File: config.mk
export PLATFORM = sky130hd
export DESIGN_NAME = fetch_stage
export DESIGN_NICKNAME = d
export VERILOG_FILES = /design/src/rtl/fetch_pkg.sv /design/src/rtl/fetch_queue.sv /design/src/rtl/fetch_stage.sv
export SDC_FILE = /design/constraint.sdc
export NUM_CORES = 1
export LEC_CHECK = 0
export CAP_MARGIN = 20
export CORE_MARGIN = 2
export CORE_UTILIZATION = 55
export CTS_CLUSTER_SIZE = 40
export DETAILED_ROUTE_END_ITERATION = 8
export PLACE_DENSITY = 0.83
export SETUP_SLACK_MARGIN = 0.4
export SYNTH_ARGS = -nofsm -noshare
export SYNTH_HDL_FRONTEND = slang
export SYNTH_SLANG_ARGS = --single-unit
File: constraint.sdc
create_clock -name clk -period 4.1 [get_ports clk]
set_clock_uncertainty 0.1 [all_clocks]
set_input_delay 0.615 -clock clk [delete_from_list [all_inputs] [get_ports clk]]
set_output_delay 0.615 -clock clk [all_outputs]
set_load 0.01 [all_outputs]
File: src/rtl/fetch_pkg.sv
// fetch_pkg: shared queue entry type, fetch reset constants and ring-pointer helper.
package fetch_pkg;
  localparam int FETCH_XLEN = 32;
  localparam logic [FETCH_XLEN-1:0] FETCH_NOP_INSTR = 32'h0000_0000;
  localparam logic [FETCH_XLEN-1:0] FETCH_RESET_PC = 32'h0000_0000;

  typedef struct packed {
    logic [FETCH_XLEN-1:0] instr;
    logic [FETCH_XLEN-1:0] pcplus4;
  } fetch_entry_t;

  // depth is a power of two, so wrapping is a mask rather than a modulo
  function automatic int unsigned next_ptr(input int unsigned ptr, input int unsigned depth);
    return (ptr + 1) & (depth - 1);
  endfunction
endpackage

File: src/rtl/fetch_queue.sv
// fetch_queue: DEPTH-entry ring FIFO of fetch entries; flush empties it, push and pop may coincide when full.
module fetch_queue
  import fetch_pkg::*;
#(
  parameter int DEPTH = 4,
  localparam int AW = $clog2(DEPTH),
  localparam int CW = AW + 1
) (
  input  logic         clk,
  input  logic         rst_n,
  input  logic         push,
  input  logic         pop,
  input  logic         flush,
  input  fetch_entry_t wdata,
  output fetch_entry_t rdata,
  output logic         full,
  output logic [CW-1:0] count
);
  fetch_entry_t r_mem [DEPTH];
  logic [AW-1:0] r_head, r_tail;
  logic [CW-1:0] r_count;

  assign rdata = r_mem[r_head];
  assign count = r_count;
  assign full  = r_count == CW'(DEPTH);

  always_ff @(posedge clk or negedge rst_n)
    if (!rst_n) begin
      r_head  <= '0;
      r_tail  <= '0;
      r_count <= '0;
    end else if (flush) begin
      r_head  <= r_tail;
      r_count <= '0;
    end else begin
      if (push) r_tail <= AW'(next_ptr(32'(r_tail), DEPTH));
      if (pop) r_head <= AW'(next_ptr(32'(r_head), DEPTH));
      r_count <= r_count + CW'(push) - CW'(pop);
    end

  always_ff @(posedge clk)
    if (push && !flush) r_mem[r_tail] <= wdata;
endmodule

File: src/rtl/fetch_stage.sv
// fetch_stage: PC register, sequential/redirect next-PC select and decode-side instruction queue.
// Defining FETCH_ALIGN_CHECK_EN force-aligns redirect targets and flags misaligned ones in misalign_err.
module fetch_stage
  import fetch_pkg::*;
#(
  parameter int XLEN = FETCH_XLEN,
  parameter int DEPTH = 4,
  parameter logic [XLEN-1:0] RESET_PC = FETCH_RESET_PC,
  parameter logic [XLEN-1:0] NOP_INSTR = FETCH_NOP_INSTR
) (
  input  logic                   clk,
  input  logic                   rst_n,
  output logic [XLEN-1:0]        imem_addr,
  input  logic [XLEN-1:0]        imem_rdata,
  input  logic                   stall_f,
  input  logic                   redirect_valid,
  input  logic [XLEN-1:0]        redirect_pc,
  output logic [XLEN-1:0]        instr_d,
  output logic [XLEN-1:0]        pcplus4_d,
  output logic                   valid_d,
  input  logic                   ready_d,
  output logic [$clog2(DEPTH):0] occupancy,
  output logic                   misalign_err
);
  logic [XLEN-1:0] r_pc, w_pcplus4, w_redirect_pc;
  logic w_push, w_pop, w_full;
  fetch_entry_t w_head;

  assign imem_addr = r_pc;
  assign w_pcplus4 = r_pc + XLEN'(4);
  assign valid_d   = occupancy != '0;
  assign w_pop     = valid_d & ready_d;
  assign w_push    = !redirect_valid & !stall_f & (!w_full | w_pop);
  assign instr_d   = valid_d ? w_head.instr : NOP_INSTR;
  assign pcplus4_d = valid_d ? w_head.pcplus4 : '0;

`ifdef FETCH_ALIGN_CHECK_EN
  logic r_misalign;
  assign w_redirect_pc = {redirect_pc[XLEN-1:2], 2'b00};
  assign misalign_err  = r_misalign;
  always_ff @(posedge clk or negedge rst_n)
    if (!rst_n) r_misalign <= 1'b0;
    else if (redirect_valid && redirect_pc[1:0] != 2'b00) r_misalign <= 1'b1;
`else
  assign w_redirect_pc = redirect_pc;
  assign misalign_err  = 1'b0;
`endif

  // redirect outranks both stall and a full queue
  always_ff @(posedge clk or negedge rst_n)
    if (!rst_n) r_pc <= RESET_PC;
    else if (redirect_valid) r_pc <= w_redirect_pc;
    else if (w_push) r_pc <= w_pcplus4;

  fetch_queue #(.DEPTH(DEPTH)) u_queue (
    .clk   (clk),
    .rst_n (rst_n),
    .push  (w_push),
    .pop   (w_pop),
    .flush (redirect_valid),
    .wdata ('{instr: imem_rdata, pcplus4: w_pcplus4}),
    .rdata (w_head),
    .full  (w_full),
    .count (occupancy)
  );
endmodule

==> flow_summary_export.csv <==
group,metric,value,unit
setup_path,class_of_the_most_critical_setup_path,"reg2out",
floorplan,die_area,0.0240,mm²
routing,wire_per_inst,21.6,µm
grt,antenna_found_initial,0,
setup_path,endpoint,"pcplus4_d[6]",
routing,drt_iter0_drc,503,
flow_run,cap_violations,0,
setup_path,startpoint_type,"flip-flop",
setup_path,cp_data_arrival_time,2790,ps
min_path,class_of_the_most_critical_hold_timing_path,"in2async",
logic_synthesis,synth.cell_area,0.0125,mm²
power_and_ir_drop,worst_ir_drop_vdd,0.000279,V
timing,final_critical_path_setup_slack,600,ps
timing,worst_slew_margin_rel,33.1,%
cts,post_cts_hold_buffer_count,0,
finish,final_nets,995,
place,preCtsSetupSlack,603,ps
logic_synthesis,synthDistinctLibCells,49,
finish,multiInputGateArea,0.00361,mm²
setup_path,crit_start,"u_queue.r_head[0]",
finish,layout_common_cells,"256 x sky130_fd_sc_hd__edfxtp_1, 167 x sky130_fd_sc_hd__clkdlybuf4s50_1, 66 x sky130_fd_sc_hd__and2_1, 64 x sky130_fd_sc_hd__mux4_2, 37 x sky130_fd_sc_hd__dfrtp_1",
setup_path,critical_path.cell_chain,"buf_4 > mux4_2 > and2_1 > clkdlybuf4s50_1",
setup_path,r2r.worst_path.cells,11,
logic_synthesis,share_of_flip_flops_with_an_asynchronous_set_or_reset_after_synthesis,13.2,%
setup_path,r2r_start,"u_queue.count[0]",
finish,area_added_between_synthesis_and_finish,24.3,%
setup_path,worst_path_max_delay_cell,"sky130_fd_sc_hd__dfrtp_4",
floorplan,width_of_the_die,155,µm
logic_synthesis,synth_largest_area_cell,"sky130_fd_sc_hd__edfxtp_1",
logic_synthesis,synth-main-ff-cell,"sky130_fd_sc_hd__edfxtp_1",
timing,post-route-period-util,85.4,%
place,dp.cells,1172,
finish,area.sequential,0.00867,mm²
logic_synthesis,syn_area_per_cell,16.7,µm²
setup_path,critPathCaptureType,"primary output",
cts,tritoncts.num_buffers,29,
cts,cts_tree,"built",
grt,grt_start_max_net_pins,65,
timing,finalHoldViolCount,0,
finish,most_common_cell_after_layout_fill_and_taps_aside,"sky130_fd_sc_hd__edfxtp_1",
power_and_ir_drop,cellLeakagePower,5.16,nW
setup_path,cp_slowest_stage_delay,720,ps
finish,fill_cells,1453,
timing,rsz_0062_raised_after_global_routing,"false",
timing,max_freq,286,MHz
logic_synthesis,synth.ff_latch_count,295,
cts,max-clock-path-buffers,3,
setup_path,worst-endpoint-required,3380,ps
grt,grtUsageTotal,22.5,%
routing,antenna_violating_nets_remaining,0,
finish,instances_no_fill,1225,
finish,post_route_cells_drive_above_1_share,16.1,%
routing,vias_per_cell,5.89,
logic_synthesis,postSynthNetCount,827,
routing,via_count,7220,
logic_synthesis,syn_inst,750,
finish,antennaDiodeCount,0,
routing,drt_wl_total,26.4,mm
setup_path,reg2reg_setup_slack,1180,ps
setup_path,crit-reg2reg-capture,"u_queue.count[2]",
grt,grt_first_pass_wirelength,41.9,mm
grt,first_global_vias,7451,
cts,cts.sink_count,295,
floorplan,num_rows,55,
cts,cts_root_buffer,"sky130_fd_sc_hd__clkbuf_16",
cts,worst_skew_pair.late_latency,550,ps
logic_synthesis,synth_top_cells_by_area,"sky130_fd_sc_hd__edfxtp_1 61%, sky130_fd_sc_hd__mux4_2 12%, sky130_fd_sc_hd__dfrtp_1 7.8%",
logic_synthesis,synth-seq-area-share,69.2,%
floorplan,floorplan.initialDensity,55.7,%
timing,fin_setup_tns,0,ps
timing,slew_violations,0,
floorplan,chipHeight,155,µm
run_status,status,"completed",
cts,cts-htree-levels,1,
setup_path,worst-path-max-fanout,22,
floorplan,core_area,0.0225,mm²
routing,drt_drc_violations_left,0,
place,place.port_buffers,168,
timing,worst_slew_pin_slew,1000,ps
grt,global_route.overflow_total,0,
place,hpwlAfterDp,16.9,mm
logic_synthesis,synthesis.yosys.warnings,0,
cts,cts.clk_slew.worst_paths,60,ps
routing,dr.pass1.iters,5,
timing,layout_min_cycle_time,3500,ps
floorplan,io_pins,170,
logic_synthesis,yosysTopAreaCellShare,61.4,%
logic_synthesis,synth_edf_count,256,
power_and_ir_drop,power_density,638,mW/mm²
place,routabilityCongestion,0.912,
timing,final-setup-viol-count,0,
metal layers:
metal / wire, µm / part of all wire (%) / GRT usage, % / up-vias
met3: 2090 / 7.9 / 3.98 / 39
met5: 0 / 0 / 0 / -
li1: - / - / - / 3258
met1: 11100 / 42 / 32.4 / 3567
met2: 12700 / 48 / 36.7 / 356
met4: 505 / 1.9 / 5.29 / 0
power by group:
group / leakage, nW / switching [mW] / internal (mW)
combinational: 1.89 / 1.37 / 1.80
clock: 0.498 / 1.09 / 1.74
sequential: 2.77 / 0.285 / 3.65
worst max-delay path, delay by kind of cell, from the launching register on:
kind | cells | cell delay, ps
AND/OR/NAND/NOR | 1 | 180
flip-flops | 1 | 720
multiplexers | 1 | 540
buffers and inverters | 2 | 800
final cells by class:
class,count,area share [%]
multi-input cells,395,23.2
clock inverters,22,1.93
repair buffers,185,11.9
flip-flops and latches,295,55.7
well taps,285,2.29
clock buffers,31,4.71
inverters,12,0.289
worst min path at each step:
stage,from,endpoint,slack (ps),cells past startpoint
4_1_cts,rst_n,imem_addr[26],140,1
3_3_place_gp,imem_addr[1],u_queue.r_mem[2][1],420,0
2_1_floorplan,rst_n,imem_addr[0],220,0
6_report,rst_n,imem_addr[26],110,1
3_5_place_dp,imem_addr[1],u_queue.r_mem[2][1],430,0
5_1_grt,rst_n,imem_addr[26],180,1
metrics by stage:
stage	cell area [µm²]	utilization (%)	hold WS [ps]	total power, mW
2_1_floorplan	12500	-	219	5.68
3_3_place_gp	14500	64.6	418	7.15
3_5_place_dp	14500	64.6	430	7.20
4_1_cts	15600	69.2	139	10.0
5_1_grt	15600	69.2	176	10.4
6_report	15600	69.2	115	9.93
kinds of logic (layout without fill, tap and decap cells):
logic type / count (synthesis) / count (layout) / synth area share [%]
multiplexers: 68 / 68 / 11.9
flip-flops: 295 / 295 / 69.2
buffers and inverters: 60 / 250 / 2.20
AND/OR/NAND/NOR: 223 / 223 / 10.3
XOR/XNOR: 41 / 41 / 2.87
adder cells (fa/ha/maj): 8 / 8 / 0.859
other: 1 / 1 / 0.0299
AO/OA/AOI/OAI: 54 / 54 / 2.72
what timing repair did:
item	4_1_cts	5_1_grt
buffers inserted	0	0
endpoints found under the setup margin	0	10
resized for setup	0	2
cell usage after synthesis (2+ instances only):
master	n
sky130_fd_sc_hd__nand2_1	32
sky130_fd_sc_hd__o31ai_1	8
sky130_fd_sc_hd__nand3_1	19
sky130_fd_sc_hd__or3_1	8
sky130_fd_sc_hd__nor3_1	6
sky130_fd_sc_hd__a21oi_1	2
sky130_fd_sc_hd__or4_4	2
sky130_fd_sc_hd__and2_1	66
sky130_fd_sc_hd__clkbuf_1	28
sky130_fd_sc_hd__inv_1	12
sky130_fd_sc_hd__dfrtp_1	39
sky130_fd_sc_hd__nand4_1	16
sky130_fd_sc_hd__buf_6	3
sky130_fd_sc_hd__a31o_2	2
sky130_fd_sc_hd__o21ai_0	18
sky130_fd_sc_hd__xor2_1	10
sky130_fd_sc_hd__nor4_1	9
sky130_fd_sc_hd__and4_1	4
sky130_fd_sc_hd__nand2b_1	2
sky130_fd_sc_hd__nand4b_1	2
sky130_fd_sc_hd__buf_1	5
sky130_fd_sc_hd__buf_2	7
sky130_fd_sc_hd__a31oi_1	17
sky130_fd_sc_hd__mux4_2	64
sky130_fd_sc_hd__buf_4	5
sky130_fd_sc_hd__mux2_2	3
sky130_fd_sc_hd__o211ai_1	2
sky130_fd_sc_hd__and3_1	8
sky130_fd_sc_hd__edfxtp_1	256
sky130_fd_sc_hd__ha_1	7
sky130_fd_sc_hd__or4_1	12
sky130_fd_sc_hd__xnor2_1	31
sky130_fd_sc_hd__nor2_1	29
state kept, by name, summed over array words and instances (netlist names):
signal,flops
imem_addr,32
u_queue.r_tail,2
u_queue.r_mem,256
u_queue.r_head,2
u_queue.count,3
(Power assumes the default switching activity.)
